**src/rtl/arb4_client.sv**
```systemverilog
// Requester front-end for the 4-input mutex arbiter: per-channel request FSMs
// with grant synchronizers, hold counters and a 4-phase release handshake.

module arb4_chan #(
  parameter int SYNC_STAGES = 2,
  parameter int HOLD_W      = 8
) (
  input  logic              clk,
  input  logic              rst,
  input  logic              start,
  input  logic [HOLD_W-1:0] hold_len,
  input  logic              grant,
  output logic              req,
  output logic              busy,
  output logic              active,
  output logic              done,
  output logic              gsync
);
  typedef enum logic [1:0] {IDLE, REQ, HOLD, RELEASE} state_t;

  state_t                 state;
  logic [SYNC_STAGES-1:0] gsync_pipe;
  logic [HOLD_W-1:0]      len, cnt;

  assign gsync = gsync_pipe[SYNC_STAGES-1];

  always_ff @(posedge clk) begin
    if (rst) gsync_pipe <= '0;
    else     gsync_pipe <= {gsync_pipe[SYNC_STAGES-2:0], grant};
  end

  // Outputs are registered alongside the state so they decode it exactly.
  always_ff @(posedge clk) begin
    if (rst) begin
      state  <= IDLE;
      len    <= '0;
      cnt    <= '0;
      req    <= 1'b0;
      busy   <= 1'b0;
      active <= 1'b0;
      done   <= 1'b0;
    end else begin
      done <= 1'b0;
      case (state)
        IDLE: if (start) begin
          len   <= hold_len;
          state <= REQ;
          req   <= 1'b1;
          busy  <= 1'b1;
        end
        REQ: if (gsync) begin
          cnt    <= (len == '0) ? HOLD_W'(1) : len;
          state  <= HOLD;
          active <= 1'b1;
        end
        HOLD: begin
          if (cnt == HOLD_W'(1)) begin
            state  <= RELEASE;
            req    <= 1'b0;
            active <= 1'b0;
          end else begin
            cnt <= cnt - HOLD_W'(1);
          end
        end
        RELEASE: if (!gsync) begin
          state <= IDLE;
          busy  <= 1'b0;
          done  <= 1'b1;
        end
        default: state <= IDLE;
      endcase
    end
  end
endmodule

module arb4_client #(
  parameter int NUM_REQ     = 4,
  parameter int SYNC_STAGES = 2,
  parameter int HOLD_W      = 8
) (
  input  logic               clk,
  input  logic               rst,
  input  logic [NUM_REQ-1:0] start,
  input  logic [HOLD_W-1:0]  hold_len,
  output logic [NUM_REQ-1:0] req,
  input  logic [NUM_REQ-1:0] grant,
  output logic [NUM_REQ-1:0] busy,
  output logic [NUM_REQ-1:0] active,
  output logic [NUM_REQ-1:0] done,
  output logic               mutex_err
);
  logic [NUM_REQ-1:0] gsync;

  for (genvar i = 0; i < NUM_REQ; i++) begin : g_chan
    arb4_chan #(.SYNC_STAGES(SYNC_STAGES), .HOLD_W(HOLD_W)) u_chan (
      .clk      (clk),
      .rst      (rst),
      .start    (start[i]),
      .hold_len (hold_len),
      .grant    (grant[i]),
      .req      (req[i]),
      .busy     (busy[i]),
      .active   (active[i]),
      .done     (done[i]),
      .gsync    (gsync[i])
    );
  end

  // More than one bit set <=> clearing the lowest set bit leaves something.
  always_ff @(posedge clk) begin
    if (rst)                                          mutex_err <= 1'b0;
    else if ((gsync & (gsync - NUM_REQ'(1))) != '0)   mutex_err <= 1'b1;
  end
endmodule

```
**config.mk**
```make
export PLATFORM = sky130hd
export DESIGN_NAME = arb4_client
export DESIGN_NICKNAME = d
export VERILOG_FILES = /design/src/rtl/arb4_client.sv
export SDC_FILE = /design/constraint.sdc
export NUM_CORES = 1
export LEC_CHECK = 0
export ABC_AREA = 1
export CAP_MARGIN = 10
export CORE_ASPECT_RATIO = 0.8
export CORE_UTILIZATION = 55
export CTS_BUF_LIST = sky130_fd_sc_hd__clkbuf_4
export CTS_CLUSTER_SIZE = 25
export DETAILED_ROUTE_END_ITERATION = 6
export PLACE_DENSITY_LB_ADDON = 0.25
export REMOVE_ABC_BUFFERS = 1
export SLEW_MARGIN = 20
export SYNTH_ARGS = -nofsm -noshare
export SYNTH_HDL_FRONTEND = slang
export SYNTH_HIERARCHICAL = 1
export SYNTH_SLANG_ARGS = --single-unit
```
**constraint.sdc**
```tcl
create_clock -name clk -period 3.3 [get_ports clk]
set_input_delay 0.66 -clock clk [delete_from_list [all_inputs] [get_ports clk]]
set_output_delay 0.66 -clock clk [all_outputs]
set_load 0.01 [all_outputs]
```
Word level (Yosys, flattened, before mapping)
Index checks and enable logic that the tools add are counted.
{"block": "word_totals", "memories": 0, "romBits": 0, "mem_bits_rw": 0, "register_bits": 97, "input_bits": 18, "output_inout_bits": 17, "latch_bits": 0}
{"block": "classes", "n_bitwise": 5, "n_lt_le_gt_ge": 0, "n_div": 0, "eq_ne": 36, "n_reduce_logical": 49, "addsub": 5, "n_shift": 0, "muxes": 68, "multipliers": 0}
{"cell": "8-bit 2-to-1 mux", "n": 12}
{"cell": "8-bit case mux with 2 select lines", "n": 4}
{"cell": "3-bit AND reduction", "n": 16}
{"cell": "8-bit by 1-bit == test with 1-bit output (second input constant)", "n": 4}
{"cell": "8-bit logical NOT", "n": 4}
{"cell": "2-bit 2-to-1 mux", "n": 16}
{"cell": "2-bit case mux with 4 select lines", "n": 4}
{"cell": "8-bit by 1-bit subtractor with 8-bit output (second input constant)", "n": 4}
{"cell": "2-bit != test (second input constant)", "n": 12}
{"cell": "1-bit case mux with 2 select lines", "n": 12}
{"cell": "2-bit nonzero test", "n": 12}
{"cell": "1-bit 2-to-1 mux", "n": 20}
{"cell": "2-bit == test (second input constant)", "n": 8}
{"cell": "2-bit by 1-bit != test with 1-bit output (second input constant)", "n": 8}
{"cell": "4-bit AND reduction", "n": 4}
{"cell": "2-bit by 1-bit == test with 1-bit output (second input constant)", "n": 4}
{"cell": "2-bit logical NOT", "n": 4}
{"cell": "2-bit AND reduction", "n": 4}
{"cell": "2-bit OR reduction", "n": 4}
{"cell": "4-bit bitwise AND", "n": 1}
{"cell": "1-bit NOT", "n": 4}
{"cell": "4-bit nonzero test", "n": 1}
{"cell": "4-bit by 1-bit subtractor with 4-bit output (second input constant)", "n": 1}

Longest topological paths before layout
{"block": "depth", "word_depth": 4, "depth_mapped": 11, "ltp_nobuf": 11}

Cells and area by module
Netlist, hierarchy kept.
{"module": "arb4_chan", "area_each_um2": 1288.7, "n_inst": 4, "cells_per_inst": 197}
{"module": "arb4_client", "area_each_um2": 53.8, "n_inst": 1, "cells_per_inst": 9}

Worst setup path after synthesis
Ideal clock, no wire load.
{"block": "synth_path", "path_kind": "register to register", "from": "register g_chan[1].u_chan.state[1]", "to": "register g_chan[1].u_chan.cnt[6]", "path_stages_with_launch": 11, "n_path_buf": 0, "synth_period_minus_slack_ns": 1.379, "setup_ns": 0.128, "arrival_ns": 1.252, "setup_slack_ns": 1.921, "path_cell_list": "dfxtp_1 inv_1 ha_1 inv_1 nor2_1 a21oi_4 nand2_4 inv_4 nor2_1 nor2_1 nor2_1"}
{"block": "synth_via", "elab_chain_cells": 3}
{"item": "start: declaration", "line_no": "21", "source": "state_t state;"}
{"item": "start signal: assignment", "line_no": "35", "source": "state <= IDLE;"}
{"item": "start signal: assignment", "line_no": "47", "source": "state <= REQ;"}
{"item": "start signal: assignment", "line_no": "53", "source": "state <= HOLD;"}
{"item": "2-bit == test or 2-bit by 1-bit == test with 1-bit output (tied branches)", "line_no": "44", "source": "case (state)"}
{"item": "2-bit != test (no source line) (tied with other cells)"}
{"item": "3-bit AND reduction (no source line)"}
{"item": "end signal: assignment", "line_no": "52", "source": "cnt <= (len == '0) ? HOLD_W'(1) : len;"}
{"item": "end signal: assignment", "line_no": "62", "source": "cnt <= cnt - HOLD_W'(1);"}
{"item": "end: declaration", "line_no": "23", "source": "logic [HOLD_W-1:0] len, cnt;"}
Several ways; a longest one is shown, not always the timed one.
A chain may end at the register's enable or synchronous reset.

Worst setup path in the final report
{"block": "layout_path", "from": "register mutex_err", "to": "output port mutex_err"}
{"item": "start: declaration", "line_no": "90", "source": "output logic mutex_err"}
{"item": "start signal: assignment", "line_no": "111", "source": "if (rst) mutex_err <= 1'b0;"}
{"item": "start signal: assignment", "line_no": "112", "source": "else if ((gsync & (gsync - NUM_REQ'(1))) != '0) mutex_err <= 1'b1;"}
No word-level cell between the ends.

==> summary.md <==
| Metric | Value |
|---|---|
| Status | `complete, no violations` |
| Routed WL | `11400 um` |
| Core Region | `0.00911 mm2` |
| Most common cell after layout, fill and taps aside | `nand2_1` |
| Clock Tree Root | `clkbuf_4` |
| Final min period | `2.00 ns` |
| Number of global-route vias before repair | `4367` |
| Max-cap viol count | `0` |
| Initial antenna violation count | `0` |
| Overall power | `0.00484 W` |
| Fillers | `831` |
| Share of cells above drive strength 1 | `6.88%` |
| Cells after synthesis | `797` |
| Final hold vios | `0` |
| Least-Margin Pin Slew | `0.498 ns` |
| Util after Layout | `62.5%` |
| CP Data Required Time | `2.64 ns` |
| Die Y-Extent | `89.0 um` |
| Die area | `0.00987 mm2` |
| Setup_tns | `0 ns` |
| Sw Ratio | `46.2%` |
| DR WL/cell | `12.1 um` |
| Yosys reg bits | `97` |
| Worst-case clock buffer depth | `2` |
| CP max stage cell | `clkdlybuf4s50_1` |
| Reg power frac | `35.8%` |
| Port Buffer Count | `34` |
| CTS tree | `built` |
| Period utilization | `60.7%` |
| Total gr overflow | `0` |
| Antenna cells | `0` |
| Int Pwr | `0.00260 W` |
| Detailed placer's ending HPWL | `8520 um` |
| Largest net degree at the start of global routing | `20` |
| Proportion of power drawn by the clock network | `11.1%` |
| Worst vdd ir | `494 uV` |
| H-Tree Level Count | `3` |
| FP Rows | `31` |
| CP bufs+invs | `1` |
| Starting Density | `57.1%` |
| Pleak | `2.61 nW` |
| Number of flops mapped to enable cells by yosys | `0` |
| Unrepaired setup endpoints after global routing | `false` |
| Switching Power | `0.00224 W` |
| Peak fanout along the critical path | `2` |
| Top FF cell, synth | `dfxtp_1` |
| Cts bufs inserted | `9` |
| Avg Cell Area, Syn | `6.54 um2` |
| Gate power share | `53.1%` |
| Final Skew | `0.00815 ns` |
| Vias | `4843` |
| Slowest stage delay, CP | `0.54 ns` |
| GP Congestion | `0.920` |
| Power Density | `849 mW/mm2` |
| Crit-path cells | `clkdlybuf4s50_1` |
| Syn-to-layout area delta | `9.37%` |
| First-pass GRT wire length | `19600 um` |
| Routed Antenna Nets | `0` |
| Total track usage | `24.4%` |
| DRC violations left | `0` |
| Syn Std Cell Area | `0.00521 mm2` |
| Boundary Pins | `35` |
| Via-per-instance ratio | `5.14` |
| Async SR Flop Fraction | `0%` |
| Max-slew violations | `0` |
| Iter 0 DRT Violations | `270` |
| Clock slew at reported path FFs | `0.14 ns` |
| CP Class | `flop to primary output` |
| Sequential area share after synthesis | `37.3%` |
| Hold buffer count at CTS | `0` |
| Clk_lat worst skew | `0.44 ns` |
| Crit path DAT | `1.34 ns` |
| Synth cell types | `21` |
| Crit path max-delay family | `buffers and inverters` |
| Clock Sinks | `97` |
| Kind of end point of the critical path | `primary output` |
| Final #Nets | `866` |
| Most frequent cells in the layout | `nand2_1, nor2_1, inv_1` |
| Design area | `0.00570 mm2` |
| CP startpoint kind | `flop` |
| Postcts setup bufs | `0` |
| Total iterations of the first detailed-routing run | `5` |
| Final Setup Violations | `0` |
| Fmax | `0.499 GHz` |
| Slew HR | `66.8%` |
| CTS resizes | `0` |
| Hold WC Path Type | `flop to flop` |
| Die width | `111 um` |
| Yosys warning count | `6` |
| DP Area | `0.00559 mm2` |
worst paths after layout:
path	startpoint	to	slack (ns)	depth (start not counted)
min reg2reg	g_chan[1].u_chan/gsync_pipe[0]$_SDFF_PP0_	g_chan[1].u_chan/gsync_pipe[1]$_SDFF_PP0_	0.41	2
max	mutex_err$_SDFFE_PP0P_	mutex_err	1.30	1
min	g_chan[1].u_chan/gsync_pipe[0]$_SDFF_PP0_	g_chan[1].u_chan/gsync_pipe[1]$_SDFF_PP0_	0.41	2
max reg2reg	g_chan[2].u_chan/state[0]$_SDFFE_PP0P_	g_chan[2].u_chan/cnt[6]$_SDFFE_PP0P_	1.39	9
worst register-to-register path: cells and delay by family, from the launching register on:
kind            cells  cell delay (ns)
fa+ha+maj           1             0.48
buf+inv             3             0.42
flops               1             0.36
simple gates        4             0.29
compound gates      1             0.27
registers in the layout, summed over array words and instances, names as in the netlist:
name,flops
g_chan.u_chan/done,4
g_chan.u_chan/state,8
g_chan.u_chan/busy,4
g_chan.u_chan/gsync_pipe,8
g_chan.u_chan/len,32
g_chan.u_chan/req,4
g_chan.u_chan/active,4
g_chan.u_chan/cnt,32
mutex_err,1
logic make-up after synthesis:
family / share of synthesized area, %
compound gates: 13.5
simple gates: 33.0
fa+ha+maj: 5.77
flops: 37.3
buf+inv: 10.4
synth_stat cells, types with 8 or more instances:
cell type,instances,area (um2)
nand3_1,40,200
nand4_1,8,50.1
inv_2,8,30.0
clkbuf_1,12,45.0
nor2_2,12,75.1
a21oi_1,52,260
nand2_1,190,713
nor2_1,145,544
dfxtp_1,97,1940
o21ai_0,76,380
ha_1,24,300
inv_1,100,375
layer usage:
layer / vias up / track usage [%] / part of all wire, %
met5: - / 0 / 0
met4: 0 / 7.39 / 0.88
met3: 10 / 4.61 / 4.9
met2: 105 / 42.7 / 45
met1: 2185 / 31.0 / 49
li1: 2543 / - / -
through the flow:
stage | worst slack, ns | cells | hold slack (ns)
detailed placement | 1.39 | 928 | 0.395
global placement | 1.41 | 928 | 0.391
finish | 1.30 | 943 | 0.409
floorplan | 1.72 | 777 | 0.388
global route | 1.18 | 943 | 0.416
CTS | 1.24 | 943 | 0.414
layout make-up:
cell class	instances	area (um2)	area share, %
multi-input cells	568	2730	47.9
flip-flops and latches	97	1940	34.1
inverters	112	430	7.56
repair buffers	36	350	6.15
well taps	115	144	2.53
clock buffers	11	82.6	1.45
clock inverters	4	21.3	0.373
power groups by stage:
stage	Sequential, W	Clock [W]	Combinational (W)
3_3_place_gp	0.00174	0	0.00248
6_report	0.00173	0.000537	0.00257
4_1_cts	0.00173	0.000564	0.00256
2_1_floorplan	0.00172	0	0.00196
5_1_grt	0.00177	0.000612	0.00296
3_5_place_dp	0.00175	0	0.00255
(Power assumes the default switching activity.)
